--- src/rtl/stream_rr_arbiter.sv ---
// Round-robin N-to-1 valid/ready stream arbiter, zero-latency, feeding a spill register.
// Define STREAM_RR_ARBITER_LOCK_EN to hold a stalled grant until its handshake.
module stream_rr_arbiter #(
    parameter int NumInp    = 4,
    parameter int DataWidth = 32,
    localparam int IdxWidth = (NumInp > 1) ? $clog2(NumInp) : 1
) (
    input  logic                          clk_i,
    input  logic                          rst_ni,
    input  logic [NumInp-1:0]             inp_valid_i,
    output logic [NumInp-1:0]             inp_ready_o,
    input  logic [NumInp*DataWidth-1:0]   inp_data_i,
    output logic                          oup_valid_o,
    input  logic                          oup_ready_i,
    output logic [DataWidth-1:0]          oup_data_o,
    output logic [IdxWidth-1:0]           oup_idx_o
);

    logic [IdxWidth-1:0] rr_q, rr_d;
    logic [IdxWidth-1:0] scan_idx;
    logic [IdxWidth-1:0] winner;
    logic                any_valid;

    // Scan from the far end of the priority order back toward rr_q so the
    // last hit is the first requester at or after the pointer.
    always_comb begin
        logic [IdxWidth:0] pos;
        pos      = '0;
        scan_idx = rr_q;
        for (int i = NumInp - 1; i >= 0; i--) begin
            pos = {1'b0, rr_q} + (IdxWidth + 1)'(i);
            if (pos >= (IdxWidth + 1)'(NumInp)) begin
                pos = pos - (IdxWidth + 1)'(NumInp);
            end
            if (inp_valid_i[pos[IdxWidth-1:0]]) begin
                scan_idx = pos[IdxWidth-1:0];
            end
        end
    end

    assign any_valid = |inp_valid_i;

`ifdef STREAM_RR_ARBITER_LOCK_EN
    logic                lock_q, lock_d;
    logic [IdxWidth-1:0] lock_idx_q, lock_idx_d;

    always_comb begin
        winner      = scan_idx;
        oup_valid_o = any_valid;
        if (lock_q) begin
            winner      = lock_idx_q;
            oup_valid_o = inp_valid_i[lock_idx_q];
        end
    end
`else
    always_comb begin
        winner      = scan_idx;
        oup_valid_o = any_valid;
    end
`endif

    always_comb begin
        oup_data_o  = '0;
        inp_ready_o = '0;
        for (int k = 0; k < NumInp; k++) begin
            if (IdxWidth'(k) == winner) begin
                oup_data_o     = inp_data_i[k*DataWidth +: DataWidth];
                inp_ready_o[k] = oup_valid_o && oup_ready_i;
            end
        end
    end

    assign oup_idx_o = winner;

    always_comb begin
        rr_d = rr_q;
        if (oup_valid_o && oup_ready_i) begin
            rr_d = (winner == IdxWidth'(NumInp - 1)) ? '0 : winner + 1'b1;
        end
    end

`ifdef STREAM_RR_ARBITER_LOCK_EN
    always_comb begin
        lock_d     = lock_q;
        lock_idx_d = lock_idx_q;
        if (oup_valid_o && oup_ready_i) begin
            lock_d = 1'b0;
        end else if (oup_valid_o) begin
            lock_d     = 1'b1;
            lock_idx_d = winner;
        end
    end

    always_ff @(posedge clk_i or negedge rst_ni) begin
        if (!rst_ni) begin
            rr_q       <= '0;
            lock_q     <= 1'b0;
            lock_idx_q <= '0;
        end else begin
            rr_q       <= rr_d;
            lock_q     <= lock_d;
            lock_idx_q <= lock_idx_d;
        end
    end
`else
    always_ff @(posedge clk_i or negedge rst_ni) begin
        if (!rst_ni) begin
            rr_q <= '0;
        end else begin
            rr_q <= rr_d;
        end
    end
`endif

endmodule
--- config.mk ---
export PLATFORM = sky130hd
export DESIGN_NAME = stream_rr_arbiter
export DESIGN_NICKNAME = d
export VERILOG_FILES = /design/src/rtl/stream_rr_arbiter.sv
export SDC_FILE = /design/constraint.sdc
export NUM_CORES = 1
export LEC_CHECK = 0
export CAP_MARGIN = 40
export CORE_MARGIN = 5
export CORE_UTILIZATION = 23
export CTS_BUF_LIST = sky130_fd_sc_hd__clkbuf_16
export DETAILED_ROUTE_END_ITERATION = 16
export GPL_ROUTABILITY_DRIVEN = 0
export GPL_TIMING_DRIVEN = 0
export PLACE_DENSITY = 0.78
export SYNTH_ARGS = -nofsm -noshare
export SYNTH_HDL_FRONTEND = slang
export SYNTH_SLANG_ARGS = --single-unit
--- constraint.sdc ---
create_clock -name clk_i -period 3.6 [get_ports clk_i]
set_clock_uncertainty 0.05 [all_clocks]
set_input_delay 1.08 -clock clk_i [delete_from_list [all_inputs] [get_ports clk_i]]
set_output_delay 1.08 -clock clk_i [all_outputs]
set_load 0.02 [all_outputs]
# [Word level (Yosys, flattened, before mapping)]
# Cells that the tools add are included.
[classes] addsub=8 order_cmp=8 n_eq_ne=4 n_mux=25 reduce_logical=3
[op_table] operator="$mux 32" count=4
[op_table] operator="$mux 2" count=9
[op_table] operator="$lt 2x3->1 const B" count=4
[op_table] operator="$ge 3x3->1 const B" count=3
[op_table] operator="$bmux 1 s2" count=4
[op_table] operator="$mux 1" count=8
[op_table] operator="$sub 2x1->2 const B" count=4
[op_table] operator="$add 2x2->3 const B" count=2
[op_table] operator="$eq 2x2->1 const A" count=2
[op_table] operator="$reduce_or 4->1" count=1
[op_table] operator="$add 2x1->3 const B" count=1
[op_table] operator="$ge 2x3->1 const B" count=1
[op_table] operator="$add 2x1->2 const B" count=1
[op_table] operator="$eq 1x2->1 const A" count=1
[op_table] operator="$eq 2x2->1 const B" count=1
[op_table] operator="$logic_not 2->1" count=1
[op_table] operator="$logic_and 1x1->1" count=1
[word_totals] ff_bits=2 input_bits=135 output_inout_bits=39 word_cells=49

# [Depth between registers and ports, before layout]
[depth] depth_word=14 mapped_depth=9 ltp_nobuf=7

# [Worst setup path after synthesis]
# OpenSTA, ideal clock, no wires.
[synth_timing] path_type="input port to output port" from="in inp_valid_i[2]" to="out oup_data_o[10]" t_arrival_ns=3.073 required_ns=2.470 path_slack_ns=-0.603 path_stages=8 path_buffers=2 cell_sequence="nor3b_1 -> or3_1 -> o22a_1 -> ha_1 -> buf_2 -> clkbuf_1 -> nor2b_1 -> o31ai_1"
[synth_via] elab_chain_len=11 word_cells_on_any_way=20 cone_classes="3 x eq/ne; 16 x mux; 1 x reduce/logical"
[synth_lines] element="start, declared" line="10" text="input logic [NumInp-1:0] inp_valid_i,"
[synth_lines] element="$bmux 1 s2" line="35" text="if (inp_valid_i[pos[IdxWidth-1:0]]) begin"
[synth_lines] element="$mux 1 (not written as such)" line="35"
[synth_lines] element="$mux 2 (3 in a row)" line="35"
[synth_lines] element="$mux 2 *" line="35"
[synth_lines] element="named net oup_idx_o[1]" line="16" text="output logic [IdxWidth-1:0] oup_idx_o"
[synth_lines] element="$logic_not 2->1" line="66" text="if (IdxWidth'(k) == winner) begin"
[synth_lines] element="$mux 32 (3 in a row)" line="66"
[synth_lines] element="$mux 32 *" line="66"
[synth_lines] element="end, declared" line="15" text="output logic [DataWidth-1:0] oup_data_o,"
# The timed path passes the listed nets; every way through them passes the cells marked *. The select of a mux whose other input is x is not followed.

# [Worst setup path after layout]
[layout_timing] from="in inp_valid_i[0]" to="out oup_data_o[4]"
[layout_via] elab_chain_len=11 word_cells_on_any_way=20 cone_classes="3 x eq/ne; 16 x mux; 1 x reduce/logical"
[layout_lines] element="$bmux 1 s2" line="35"
[layout_lines] element="$mux 1 (not written as such)" line="35"
[layout_lines] element="$mux 2 (3 in a row)" line="35"
[layout_lines] element="$mux 2 *" line="35"
[layout_lines] element="$logic_not 2->1" line="66"
[layout_lines] element="$mux 32 (3 in a row)" line="66"
[layout_lines] element="$mux 32 *" line="66"
# Mark *: on every way between the ends. The rest lies on a longest branch, timed or not. The select of a mux whose other input is x is not followed.

==> qor.yml <==
route:
  via_per_inst: 5.59
  ant_nets: 0
  drc: 0
  vias: 2589
  wl_mm: 11.6
  wl_met2_mm: 6.10
  wl_met1_mm: 3.92
  met3_length_um: 995
  wl_per_cell_um: 25.0
  drt_iter0_drc: 75
  top_layer: "met4"
  drtPass1Iterations: 4
final_layout:
  drive_above_1_share: 0.506
  largestRegisters: "rr_q: 2 flops"
  regMostFlops: "rr_q"
  largest_register_ffs: 2
  insertedDiodeCount: 0
  fillers: 236
  nNetsFinal: 532
  final_util: 0.902
  area_growth_pct: 277
setup_path:
  cp_num_cells: 12
  cp.arrival_ns: 3.21
  startpoint_type: "primary input"
  crit_chain: "buf_2 > nor2b_1 > o21ai_1 > and3_4 > ha_2 > buf_6 > nor2b_4 > buf_12 > buf_16 > a221oi_4 > o31ai_4 > buf_6"
  critPathMaxStageDelay_ns: 0.34
  crit_path_end_kind: "output port"
  cp_top_family: "compound AO/OA/AOI/OAI gates"
  path_max_fanout: 7
  r2r_cells: 7
  setup.worst_path.class: "primary input to output port"
  required_ns: 2.47
  crit_slowest_cell: "o21ai_1"
  r2r-start: "rr_q[1]"
  r2r_slack_ns: 1.67
  timing.rr.end: "rr_q[1]"
  worst_path_most_repeated_cell: "buf_6"
  critPathBufInv: 5
hold_path:
  min_path_type: "register to register"
  worstHoldStart: "rr_q[1]"
  min_to: "rr_q[1]"
  min_path_cells: 2
die:
  dieArea_mm2: 0.00738
  start_util: 0.239
  io-pin-count: 174
  die_w_um: 85.9
  num_rows: 27
  core_area_mm2: 0.00554
  fp.dieH_um: 85.9
global_routing:
  track_usage: 0.287
  overflow: 0
  antenna_found_initial: 0
  grt_pass1_vias: 3063
  grt_start_max_net_pins: 11
  grt_pass1_wl_mm: 16.6
status:
  violations: "setup timing"
  status: "finished with violations"
yosys:
  yosys_warnings: 0
  synth_edf_count: 0
  yosysMostFrequentCell: "nand2_1"
  ys_ff_latch: 2
  synth_ff_type: "dfrtp_1"
  synth_fp_nets: 328
  async_flop_share: 1.00
  synth.cell_area_mm2: 0.00133
  yosysTopAreaCell: "o31ai_1"
  yosys-top-cells-area: "o31ai_1 (18%), nor2b_1 (16%), a221oi_1 (14%), a221oi_2 (11%), nand2_1 (10%)"
  synthCells: 189
  syn_avg_cell_area_um2: 7.02
  netlist.area_leader.share: 0.175
  synth_seq_area_share: 0.0377
  ys_types: 30
  netlist_top_cells_count: "nand2_1 (36), nor2b_1 (33), o31ai_1 (31)"
timing:
  drv_slew: 0
  finalSetupViolCount: 37
  setup_ws_ns: -0.740
  rsz0062_at_grt: "true"
  fmax_mhz: 230
  finalHoldViolCount: 0
  fin_crit_sh: 1.21
  maxSlewHeadroom: 0.654
  period_needed_ns: 4.34
  worst_pin_slew_ns: 0.512
clock_tree:
  cts-root-buf: "clkbuf_16"
  cts_max_level: 1
  cts_buffers: 3
  path_clk_slew_ns: 0.03
  cts_tree: "yes"
  clockBufferDepth: 2
  cts.sinks: 2
  cts_hold_buf: 0
  insertion_delay_ns: 0.22
power_and_ir_drop:
  peakVddDrop_mv: 0.669
  power_density_mw_per_mm2: 783
  leakage_nw: 1.81
  finalPower_mw: 3.92
place:
  portBuffers: 173
  hpwl_mm: 6.36
run:
  cap_violations: 0
-- per-stage QoR --
step	hold WS (ns)	setup slack [ns]	std cells	TNS [ns]	area, um2
6_report	0.647	-0.740	463	-23.72	5000
5_1_grt	0.653	-0.792	463	-25.72	5000
4_1_cts	0.631	-0.639	462	-20.44	4960
3_5_place_dp	0.595	-1.69	434	-58.14	4000
3_3_place_gp	0.565	-1.63	434	-56.00	4000
2_1_floorplan	0.525	-0.322	189	-9.80	2180
-- repair_timing --
| item | CTS | global route |
|---|---|---|
| gates cloned | 8 | 0 |
| resized for setup | 320 | 18 |
| pin swaps | 28 | 5 |
| endpoints found under the setup margin | 39 | 37 |
| buffers inserted | 18 | 3 |
-- power by group --
part	internal, mW	switching, mW	total (mW)
sequential	0.0315	0.0249	0.0564
clock	0.142	0.0291	0.171
combinational	1.96	1.73	3.69
-- cells in the final DEF (no fill, tap or decap), types with 2 or more instances in the layout --
master,Yosys,layout
a21oi_1,4,2
a221oi_4,0,31
and2_4,0,4
buf_12,0,5
buf_16,0,5
buf_2,7,2
buf_4,1,17
buf_6,4,43
buf_8,0,4
clkbuf_16,0,7
clkbuf_2,0,2
clkbuf_8,0,4
clkdlybuf4s50_1,0,132
dfrtp_1,2,2
ha_2,0,2
ha_4,0,2
inv_1,2,2
nand2_1,36,28
nand2_2,0,8
nor2_1,4,3
nor2b_1,33,14
nor2b_4,1,20
o21ai_1,0,2
o31ai_4,0,31
-- layer usage --
layer	GRT usage	vias to the layer above
li1	-	1140
met1	0.276	1247
met2	0.558	157
met3	0.0749	45
met4	0.137	0
met5	0	-
-- cells by family after synthesis --
group           count (synthesis)  share of synthesized area
compound gates                 76                      0.497
fa+ha+maj                       4                     0.0377
buf+inv                        23                      0.100
flops                           2                     0.0377
simple gates                   84                      0.327
-- tightest hold or removal path, cell delays in order (launching register included) --
cell and delay [ns]:
dfrtp_1 0.49, nand2_1 0.11, nand2_1 0.05
-- how the worst max path moves through the flow --
stage,from,to,slack [ns]
2_1_floorplan,inp_valid_i[2],oup_data_o[14],-0.32
5_1_grt,inp_valid_i[0],oup_data_o[4],-0.79
6_report,inp_valid_i[0],oup_data_o[4],-0.74
3_3_place_gp,inp_valid_i[1],oup_data_o[13],-1.63
3_5_place_dp,inp_valid_i[1],oup_data_o[13],-1.69
4_1_cts,inp_valid_i[2],oup_data_o[17],-0.64
-- area by class of cell --
class                   count  area (um2)  area share
inverters                   2        7.51     0.00150
repair buffers            201        2150       0.429
flip-flops and latches      2        50.0      0.0100
multi-input cells         164        2330       0.466
well taps                  72        90.1      0.0180
clock buffers               3        75.1      0.0150
plain buffers              19         302      0.0603
(Power assumes the default switching activity.)
